--- src/rtl/spi_master.sv ---
`timescale 1ns/1ps
`default_nettype none
// ============================================================================
//  Module   : spi_master
//  Brief    : Mode-0 (CPOL=0, CPHA=0) SPI initiator. Accepts a parallel word
//             on a start strobe, shifts it out MSB first on mosi while
//             capturing miso, and returns the received word with a one-cycle
//             ack. sck half-period is CLK_DIV system clocks.
//  Revision : 1.0 - initial release
// ============================================================================
module spi_master #(
  parameter int DATA_W  = 8,
  parameter int CLK_DIV = 10
) (
  input  logic              clk,
  input  logic              rst_n,
  input  logic              start,
  input  logic [DATA_W-1:0] ds,
  output logic [DATA_W-1:0] dr,
  output logic              ack,
  output logic              busy,
  output logic              sck,
  output logic              mosi,
  input  logic              miso,
  output logic              cs
);

  // Divider counts 0..CLK_DIV-1; bit counter counts completed sck falls.
  localparam int CNT_W = (CLK_DIV > 2) ? $clog2(CLK_DIV) : 1;
  localparam int BIT_W = (DATA_W > 1) ? $clog2(DATA_W + 1) : 1;
  localparam logic [CNT_W-1:0] DIV_LAST = CNT_W'(CLK_DIV - 1);
  localparam logic [BIT_W-1:0] BIT_LAST = BIT_W'(DATA_W - 1);

  typedef enum logic [1:0] {
    IDLE  = 2'd0,
    LEAD  = 2'd1,
    XFER  = 2'd2,
    TRAIL = 2'd3
  } state_t;

  state_t            state,   state_d;
  logic [CNT_W-1:0]  div_cnt, div_cnt_d;
  logic [BIT_W-1:0]  bit_cnt, bit_cnt_d;
  logic [DATA_W-1:0] tx_sr,   tx_sr_d;
  logic [DATA_W-1:0] rx_sr,   rx_sr_d;
  logic [DATA_W-1:0] dr_d;
  logic              sck_d, cs_d, mosi_d, busy_d, ack_d;

  // One half-period of sck has elapsed on this clk edge.
  logic              div_tick;
  logic [DATA_W-1:0] tx_shift;
  logic [DATA_W-1:0] rx_shift;

  assign div_tick = (div_cnt == DIV_LAST);

  // Next-state and next-output decode; every register holds unless changed.
  always_comb begin
    state_d   = state;
    div_cnt_d = div_cnt;
    bit_cnt_d = bit_cnt;
    tx_sr_d   = tx_sr;
    rx_sr_d   = rx_sr;
    dr_d      = dr;
    sck_d     = sck;
    cs_d      = cs;
    mosi_d    = mosi;
    busy_d    = busy;
    ack_d     = 1'b0;

    // Shifted views built without slicing so DATA_W=1 stays legal.
    tx_shift    = tx_sr << 1;
    rx_shift    = rx_sr << 1;
    rx_shift[0] = miso;

    // The divider free-runs whenever a transfer is active.
    if (state != IDLE) begin
      div_cnt_d = div_tick ? '0 : div_cnt + 1'b1;
    end

    case (state)
      IDLE: begin
        div_cnt_d = '0;
        bit_cnt_d = '0;
        sck_d     = 1'b0;
        cs_d      = 1'b1;
        mosi_d    = 1'b0;
        busy_d    = 1'b0;
        if (start) begin
          tx_sr_d = ds;
          mosi_d  = ds[DATA_W-1];
          cs_d    = 1'b0;
          busy_d  = 1'b1;
          state_d = LEAD;
        end
      end

      // cs-to-first-edge setup; the first sck rise also samples miso.
      LEAD: begin
        if (div_tick) begin
          sck_d   = 1'b1;
          rx_sr_d = rx_shift;
          state_d = XFER;
        end
      end

      XFER: begin
        if (div_tick) begin
          if (sck) begin
            sck_d = 1'b0;
            if (bit_cnt == BIT_LAST) begin
              // Final fall: mosi keeps bit 0 through the trail period.
              bit_cnt_d = '0;
              state_d   = TRAIL;
            end else begin
              bit_cnt_d = bit_cnt + 1'b1;
              tx_sr_d   = tx_shift;
              mosi_d    = tx_shift[DATA_W-1];
            end
          end else begin
            sck_d   = 1'b1;
            rx_sr_d = rx_shift;
          end
        end
      end

      // Hold time after the last fall, then release cs and publish dr.
      TRAIL: begin
        if (div_tick) begin
          cs_d    = 1'b1;
          busy_d  = 1'b0;
          mosi_d  = 1'b0;
          dr_d    = rx_sr;
          ack_d   = 1'b1;
          state_d = IDLE;
        end
      end

      default: begin
        state_d = IDLE;
      end
    endcase
  end

  // State, datapath and output registers with asynchronous active-low reset.
  always_ff @(posedge clk or negedge rst_n) begin
    if (!rst_n) begin
      state   <= IDLE;
      div_cnt <= '0;
      bit_cnt <= '0;
      tx_sr   <= '0;
      rx_sr   <= '0;
      dr      <= '0;
      sck     <= 1'b0;
      cs      <= 1'b1;
      mosi    <= 1'b0;
      busy    <= 1'b0;
      ack     <= 1'b0;
    end else begin
      state   <= state_d;
      div_cnt <= div_cnt_d;
      bit_cnt <= bit_cnt_d;
      tx_sr   <= tx_sr_d;
      rx_sr   <= rx_sr_d;
      dr      <= dr_d;
      sck     <= sck_d;
      cs      <= cs_d;
      mosi    <= mosi_d;
      busy    <= busy_d;
      ack     <= ack_d;
    end
  end

endmodule
`default_nettype wire

--- config.mk ---
export PLATFORM = sky130hd
export DESIGN_NAME = spi_master
export DESIGN_NICKNAME = d
export VERILOG_FILES = /design/src/rtl/spi_master.sv
export SDC_FILE = /design/constraint.sdc
export NUM_CORES = 1
export LEC_CHECK = 0
export ABC_AREA = 0
export BUFFER_PORTS_ARGS = -buffer_cell sky130_fd_sc_hd__buf_2
export CORE_MARGIN = 4
export CORE_UTILIZATION = 59
export CTS_BUF_LIST = sky130_fd_sc_hd__clkbuf_8
export CTS_CLUSTER_SIZE = 8
export DETAILED_ROUTE_END_ITERATION = 10
export GPL_TIMING_DRIVEN = 0
export PLACE_DENSITY_LB_ADDON = 0.3
export SLEW_MARGIN = 20
export SYNTH_ARGS = -nofsm -noshare
export SYNTH_HDL_FRONTEND = slang
export SYNTH_SLANG_ARGS = --single-unit
--- constraint.sdc ---
create_clock -name clk -period 2.3 [get_ports clk]
set_clock_uncertainty 0.15 [all_clocks]
set_input_delay 0.345 -clock clk [delete_from_list [all_inputs] [get_ports clk]]
set_output_delay 0.345 -clock clk [all_outputs]
set_load 0.05 [all_outputs]
# [After elaboration in Yosys (flattened, before gate mapping)]
# Index checks and enable logic that the tools add are counted.
[op_classes] n_reduce_logical=16 muxes=39 n_eq_ne=13 addsub=2
[ops] operator="7-bit 2-to-1 mux" n=4
[ops] operator="4-bit 2-to-1 mux" n=6
[ops] operator="8-bit 2-to-1 mux" n=3
[ops] operator="2-bit != test (second input constant)" n=8
[ops] operator="8-bit one-hot mux with 2 select lines" n=1
[ops] operator="7-bit one-hot mux with 2 select lines" n=1
[ops] operator="1-bit 2-to-1 mux" n=12
[ops] operator="2-bit 2-to-1 mux" n=6
[ops] operator="5-bit AND reduction" n=2
[ops] operator="2-bit nonzero test" n=5
[ops] operator="4-bit by 1-bit adder with 4-bit output (second input constant)" n=2
[ops] operator="2-bit one-hot mux with 4 select lines" n=1
[ops] operator="4-bit one-hot mux with 2 select lines" n=1
[ops] operator="1-bit one-hot mux with 3 select lines" n=2
[ops] operator="3-bit AND reduction" n=2
[ops] operator="6-bit AND reduction" n=1
[ops] operator="3-bit nonzero test" n=2
[ops] operator="2-bit equality test (second input constant)" n=2
[ops] operator="4-bit by 3-bit equality test with 1-bit output (second input constant)" n=1
[ops] operator="4-bit equality test (second input constant)" n=1
[ops] operator="1-bit one-hot mux with 2 select lines" n=2
[ops] operator="2-bit AND reduction" n=2
[ops] operator="4-bit AND reduction" n=1
[ops] operator="2-bit by 1-bit equality test with 1-bit output (second input constant)" n=1
[ops] operator="2-bit logical NOT" n=1
[word_totals] output_inout_bits=13 in_bits=12 ff_bits=38 wordCells=81

# [Longest topological paths before layout]
# Gate-level depths: netlist (run 1).
[logic_depth] word_depth=5 ltp_mapped=8 ltp_nobuf=6

# [Least setup slack after synthesis (run 1)]
# OpenSTA, ideal clock, no wires.
[synth_path] path_type="reg2reg" from="reg state[0]" to="reg mosi" required_ps=2025 n_path_buf=1 path_stages_with_launch=7 slack_ps=400 arrival_ps=1625 setup_time_ps=125 synth_period_minus_slack_ps=1900 cell_sequence="dfrtp_1 -> inv_1 -> ha_1 -> buf_6 -> nor2b_1 -> nor4_1 -> mux2_2"
[synth_between] elab_chain_len=3 word_cells_on_any_way=10 classes_between="eq/ne (6); mux (1); reduce/logical (3)"
[synth_lines] item="start, declared" line_no="41" text="state_t state, state_d;"
[synth_lines] item="start signal, assigned" line_no="159" text="state <= state_d;"
[synth_lines] item="2-bit equality test or 2-bit logical NOT (tied branches)" line_no="80" text="case (state)"
[synth_lines] item="2-bit != test (no line) or 3-bit nonzero test (tied branches)"
[synth_lines] item="5-bit AND reduction (no line)"
[synth_lines] item="end signal, assigned" line_no="167" text="mosi <= mosi_d;"
[synth_lines] item="end, declared" line_no="23" text="output logic mosi,"
# Several ways; a longest one is shown, not always the timed one.
# A chain may end at the register's enable or synchronous reset.

# [Worst setup path after layout (run 1)]
[layout_path] from="reg state[0]" to="reg tx_sr[3]"
[layout_between] elab_chain_len=3 word_cells_on_any_way=9 classes_between="eq/ne (5); mux (1); reduce/logical (3)"
[layout_lines] item="2-bit equality test or 2-bit logical NOT (tied branches)" line_no="80"
[layout_lines] item="2-bit != test (no line) or 2-bit nonzero test (tied branches)"
[layout_lines] item="5-bit AND reduction (no line)"
[layout_lines] item="end signal, assigned" line_no="162" text="tx_sr <= tx_sr_d;"
[layout_lines] item="end, declared" line_no="44" text="logic [DATA_W-1:0] tx_sr, tx_sr_d;"
# Several ways; a longest one is shown, not always the timed one.

==> results of run 1 <==
power by group through the flow:
| stage | Clock [mW] | Combinational [mW] | Sequential (mW) |
|---|---|---|---|
| after global placement | 0 | 0.0249 | 0.684 |
| after detailed placement | 0 | 0.0258 | 0.684 |
| after CTS | 0.486 | 0.0257 | 0.671 |
| final | 0.471 | 0.0247 | 0.671 |
| after global routing | 0.516 | 0.0287 | 0.671 |
| after floorplan | 0 | 0.00253 | 0.684 |
critical path, stage by stage (launching register included):
cell and delay (ns):
dfrtp_1 0.41, inv_1 0.12, ha_1 0.23, buf_6 0.14
and4b_4 0.22, nor3_4 0.25, buf_4 0.21, a21oi_1 0.07
a31oi_1 0.16
metal layers:
layer | vias to the layer above | wire [um] | part of all wire | track usage
li1 | 654 | - | - | -
met1 | 667 | 1530 | 0.43 | 0.238
met2 | 32 | 1810 | 0.51 | 0.324
met3 | 6 | 169 | 0.047 | 0.0547
met4 | 0 | 61 | 0.017 | 0.0803
met5 | - | 0 | 0 | 0
area by class of cell:
type / instances / area [um2] / area share
clock inverters: 2 / 12.5 / 0.00569
inverters: 8 / 30.0 / 0.0137
flip-flops and latches: 38 / 952 / 0.433
clock buffers: 6 / 82.6 / 0.0376
plain buffers: 8 / 55.1 / 0.0251
well taps: 44 / 55.1 / 0.0251
multi-input cells: 111 / 890 / 0.405
repair buffers: 24 / 120 / 0.0547
path summary, 6_finish.rpt:
check,startpoint,endpoint,slack (ns)
hold / removal,rst_n,busy,-0.003
setup reg to reg,state[0],tx_sr[3],0.27
min in group clk,miso,rx_sr[0],0.12
max in group asynchronous,rst_n,mosi,1.50
hold reg to reg,tx_sr[0],tx_sr[0],0.35
setup / recovery,state[0],tx_sr[3],0.27
per-stage QoR:
stage | hold WS (ns) | area, um2 | power, mW | util | setup slack (ns)
floorplan | -0.101 | 1930 | 0.686 | - | 0.400
CTS | 0.0155 | 2200 | 1.18 | 0.714 | 0.253
global route | 0.0585 | 2200 | 1.22 | 0.714 | 0.0905
detailed placement | 0.338 | 2100 | 0.710 | 0.683 | 0.273
global placement | 0.324 | 2100 | 0.709 | 0.683 | 0.329
finish | -0.00344 | 2200 | 1.17 | 0.714 | 0.272
layout by cell type, fill, tap and decap left out, types with 2 or more instances in the layout:
master,synthesis,final
nand4_1,3,3
ha_1,10,10
dfrtp_1,37,37
clkbuf_8,0,6
mux2_2,17,17
nor3_1,4,4
nor2_1,5,5
nor2b_1,2,2
a21oi_1,12,12
a32o_1,2,2
xnor2_1,2,2
buf_2,2,26
buf_4,4,4
o31ai_1,2,2
nand2_1,7,7
mux2i_1,9,9
a31oi_1,6,6
inv_1,8,8
o21ai_0,9,9
registers in the layout, indices dropped and copies added (netlist names):
| name | count |
|---|---|
| mosi | 1 |
| ack | 1 |
| rx_sr | 8 |
| div_cnt | 4 |
| tx_sr | 7 |
| cs | 1 |
| dr | 8 |
| state | 2 |
| bit_cnt | 4 |
| sck | 1 |
| busy | 1 |
kinds of logic (layout without fill, tap and decap cells):
kind of cell / Yosys count / in the layout / synth area share
DFF: 38 / 38 / 0.494
muxes: 28 / 28 / 0.159
AOI/OAI and AO/OA: 38 / 38 / 0.123
adders and majority gates: 10 / 10 / 0.0649
and+or+nand+nor: 33 / 33 / 0.105
xor gates and xnor gates: 2 / 2 / 0.00909
buffers and inverters: 16 / 48 / 0.0442
==> flow_metrics.env, run 1 <==
export IMPL_finalHoldViolations=12
export IMPL_cp_required_ns=2.36
export IMPL_wirelength_mm=3.57
export IMPL_syn_area_per_cell_um2=11.7
export IMPL_synth_warnings=0
export IMPL_power_density_nw_per_um2=531
export IMPL_drt_pass1_iterations=4
export IMPL_antenna_found_initial=0
export IMPL_hold_path_class="in -> async"
export IMPL_yosys_top_cells_area="dfrtp_1, mux2_2, ha_1"
export IMPL_crit_arrival_ns=2.09
export IMPL_drive_gt1_frac=0.330
export IMPL_maxCapViolations=0
export IMPL_syn_num_nets=187
export IMPL_drt_initial_drc_count=61
export IMPL_p_sw_mw=0.248
export IMPL_viasPerCell=5.64
export IMPL_synth_seq_cells=38
export IMPL_yosysTopAreaCellShare=0.481
export IMPL_rows=20
export IMPL_hold_ws_ns=-0.00344
export IMPL_nFillCells=235
export IMPL_cts_htree_levels=2
export IMPL_cts_resized_gates=0
export IMPL_dieArea_um2=4240
export IMPL_die_y_um=65.1
export IMPL_overflow=0
export IMPL_dieWidth_um=65.1
export IMPL_drc=0
export IMPL_violations="negative hold slack"
export IMPL_clk_latency_ns=0.29
export IMPL_endpoint_kind="flip-flop"
export IMPL_cts_tree="yes"
export IMPL_syn_instance_count=165
export IMPL_hpwl_mm=2.51
export IMPL_post_cts_setup_buffer_count=0
export IMPL_setup_viol=0
export IMPL_design_core_area_um2=3080
export IMPL_peakVddDrop_mv=0.431
export IMPL_grt_pass1_wl_mm=6.33
export IMPL_switching_share=0.212
export IMPL_initial_core_util=0.626
export IMPL_io_pins=25
export IMPL_p_seq_frac=0.575
export IMPL_synth_distinct_cells=42
export IMPL_finalCriticalPeriod_ns=2.03
export IMPL_setup_tns_ns=0
export IMPL_p_clk_frac=0.404
export IMPL_slew_headroom=0.455
export IMPL_portBuffers=24
export IMPL_area_delta_synth_final_pct=14.0
export IMPL_wl_per_cell_um=14.8
export IMPL_period_share=0.882
export IMPL_grt_pass1_vias=1377
export IMPL_synth_ff_type="dfrtp_1"
export IMPL_seq_area_frac_synth=0.494
export IMPL_clockRootBuffer="clkbuf_8"
export IMPL_status="finished, violations left"
export IMPL_grt_max_degree=39
export IMPL_fin_cells=241
export IMPL_tightestPinTransition_ns=0.817
export IMPL_syn_area_um2=1930
export IMPL_synth_edf_count=0
export IMPL_p_int_mw=0.919
export IMPL_startpoint_type="flip-flop"
export IMPL_yosysMostFrequentCell="dfrtp_1"
export IMPL_synth_async_reset_ratio=1.00
export IMPL_rsz0062_at_grt="false"
export IMPL_crit_fanout=10
export IMPL_dp_cells=233
export IMPL_clock_sinks=38
export IMPL_synth_top_area_cell="dfrtp_1"
export IMPL_vias=1359
export IMPL_ant_nets=0
export IMPL_grt_total_usage=0.195
export IMPL_reg2reg_depth=8
export IMPL_p_leak_nw=1.11
export IMPL_max_freq_mhz=493
export IMPL_synth_common_cells="dfrtp_1, mux2_2, a21oi_1"
export IMPL_maxSlewViolCount=0
export IMPL_pwr_share_comb=0.021
export IMPL_cts_buffer_depth=2
export IMPL_path_class="reg -> reg"
export IMPL_ctsHoldBuffers=0
export IMPL_insertedDiodeCount=0
export IMPL_nets=218
export IMPL_numCtsBuffers=5
export IMPL_gp_congestion=0.820
export IMPL_path_clk_slew_ns=0.07
No activity file was read; power rests on OpenSTA's default activity.
==> run 2: changes to the inputs <==
--- a/config.mk
+++ b/config.mk
@@ -6,14 +6,15 @@
 export NUM_CORES = 1
 export LEC_CHECK = 0
 export ABC_AREA = 0
-export BUFFER_PORTS_ARGS = -buffer_cell sky130_fd_sc_hd__buf_2
 export CORE_MARGIN = 4
 export CORE_UTILIZATION = 59
 export CTS_BUF_LIST = sky130_fd_sc_hd__clkbuf_8
 export CTS_CLUSTER_SIZE = 8
 export DETAILED_ROUTE_END_ITERATION = 10
+export DONT_BUFFER_PORTS = 1
 export GPL_TIMING_DRIVEN = 0
 export PLACE_DENSITY_LB_ADDON = 0.3
+export RECOVER_POWER = 25
 export SLEW_MARGIN = 20
 export SYNTH_ARGS = -nofsm -noshare
 export SYNTH_HDL_FRONTEND = slang
==> constraint.sdc (replaced) <==
create_clock -name clk -period 1.6 [get_ports clk]
set_clock_uncertainty 0.15 [all_clocks]
set_input_delay 0.24 -clock clk [delete_from_list [all_inputs] [get_ports clk]]
set_output_delay 0.24 -clock clk [all_outputs]
set_load 0.05 [all_outputs]
==> run 2 against run 1 <==
Effect of this change: sequential share of layout area fell by 9.2 points; global-route usage rose by 7.3 points; the run ends with negative hold slack, negative setup slack left; total power rose by 57%; die area did not move; maximum frequency rose by 1.4%; combinational power rose by 21%.
==> flow_metrics.env, run 2 (synthesized netlist as in run 1, its figures left out) <==
export IMPL_status="finished, violations left"
export IMPL_violations="negative hold slack, negative setup slack"
export IMPL_cts_htree_levels=2
export IMPL_cts_tree="yes"
export IMPL_max_freq_mhz=500
export IMPL_antenna_found_initial=0
export IMPL_grt_max_degree=39
export IMPL_nFillCells=113
export IMPL_hold_path_class="in -> reg"
export IMPL_slew_headroom=0.401
export IMPL_wirelength_mm=5.93
export IMPL_overflow=0
export IMPL_clk_latency_ns=0.29
export IMPL_drive_gt1_frac=0.547
export IMPL_placed_area_um2=2050
export IMPL_path_class="reg -> reg"
export IMPL_setup_viol=33
export IMPL_dpl_worst_slack_ns=-0.387
export IMPL_viasPerCell=6.30
export IMPL_cp_required_ns=1.67
export IMPL_design_area_um2=2800
export IMPL_endpoint_kind="flip-flop"
export IMPL_path_clk_slew_ns=0.07
export IMPL_maxCapViolations=0
export IMPL_period_share=1.25
export IMPL_hp_start="start"
export IMPL_io_pins=25
export IMPL_clockRootBuffer="clkbuf_8"
export IMPL_drt_pass1_iterations=4
export IMPL_worstReg2RegStart="div_cnt[1]"
export IMPL_numCtsBuffers=5
export IMPL_maxSlewViolCount=0
export IMPL_dieArea_um2=4240
export IMPL_initial_core_util=0.626
export IMPL_finalCriticalPeriod_ns=2.00
export IMPL_design_core_area_um2=3080
export IMPL_tightestPinTransition_ns=0.899
export IMPL_grt_total_usage=0.268
export IMPL_rsz0062_at_grt="true"
export IMPL_hpwl_mm=2.67
export IMPL_r2r_slack_ns=-0.40
export IMPL_drc=0
export IMPL_ant_nets=0
export IMPL_vias=1614
export IMPL_nets=233
export IMPL_startpoint_type="flip-flop"
export IMPL_area_delta_synth_final_pct=45.1
export IMPL_reg2reg_depth=7
export IMPL_mostFrequentLayoutCells="dfrtp_1, buf_4, buf_6, mux2_4"
export IMPL_peakVddDrop_mv=0.853
export IMPL_min_to="cs"
export IMPL_clock_sinks=38
export IMPL_crit_arrival_ns=2.07
export IMPL_area_sequential_um2=955
export IMPL_power_density_nw_per_um2=657
export IMPL_final_common_cell="dfrtp_1"
export IMPL_finish_utilization=0.908
export IMPL_largestRegisters="dr (8), rx_sr (8), tx_sr (7)"
export IMPL_die_y_um=65.1
export IMPL_portBuffers=0
export IMPL_insertedDiodeCount=0
export IMPL_crit_fanout=3
export IMPL_rows=20
export IMPL_layout_setup_ws_ns=-0.400
export IMPL_wl_per_cell_um=23.2
export IMPL_p_leak_nw=1.34
export IMPL_grt_pass1_wl_mm=8.45
export IMPL_drt_initial_drc_count=150
export IMPL_hold_path_depth=3
export IMPL_dieWidth_um=65.1
export IMPL_gp_congestion=0.880
export IMPL_r2r_end="bit_cnt[3]"
export IMPL_cts_buffer_depth=2
export IMPL_finalHoldViolations=1
export IMPL_multi_input_area_um2=1210
export IMPL_grt_pass1_vias=1654
export IMPL_hold_ws_ns=-0.0102
run 2: routing by layer:
| layer | wire length, um | vias up | global-route usage |
|---|---|---|---|
| met5 | 0 | - | 0 |
| met2 | 3070 | 85 | 0.474 |
| met4 | 173 | 0 | 0.0855 |
| li1 | - | 691 | - |
| met1 | 2300 | 817 | 0.326 |
| met3 | 391 | 21 | 0.0581 |
run 2: per-stage QoR:
step	power, mW	hold WS (ns)	setup TNS, ns	std cells
5_1_grt	1.89	0.000599	-11.11	256
3_5_place_dp	0.989	-0.205	-8.63	209
3_3_place_gp	0.988	-0.204	-6.59	209
4_1_cts	1.84	0.00670	-6.50	249
6_report	1.84	-0.0102	-9.92	256
2_1_floorplan	0.988	-0.206	-3.30	165
run 2: area by class of cell:
cell class	instances	share of cell area
multi-input combinational	112	0.432
sequential	38	0.342
timing repair buffer	40	0.129
clock buffer	6	0.0295
buffer	6	0.0233
tap	44	0.0197
inverter	8	0.0125
clock inverter	2	0.0121
run 2: worst max path at each step:
stage	from	to	cells after the start
after floorplan	state[0]	rx_sr[1]	7
after global placement	state[1]	tx_sr[3]	8
after detailed placement	state[0]	rx_sr[7]	7
after CTS	state[1]	tx_sr[5]	8
after global routing	state[1]	tx_sr[6]	7
final	div_cnt[1]	bit_cnt[3]	7
run 2: report_power, final:
group	leakage (nW)	switching [mW]	internal [mW]
Clock	0.0626	0.339	0.502
Sequential	0.497	0.00274	0.963
Combinational	0.780	0.0200	0.00989
run 2: critical path, cell delays in order (launching register included):
cell and delay (ns):
dfrtp_1 0.40, inv_1 0.08, ha_2 0.22, and3b_2 0.24
buf_6 0.11, nand4_1 0.13, or4_4 0.53, o21ai_2 0.08
run 2: what timing repair did:
item	CTS	global route
cloned	2	0
setup buffers	28	8
hold buffers	4	0
endpoints found under the hold margin	40	0
pin swaps	11	9
endpoints found under the setup margin	32	36
resized for setup	33	49
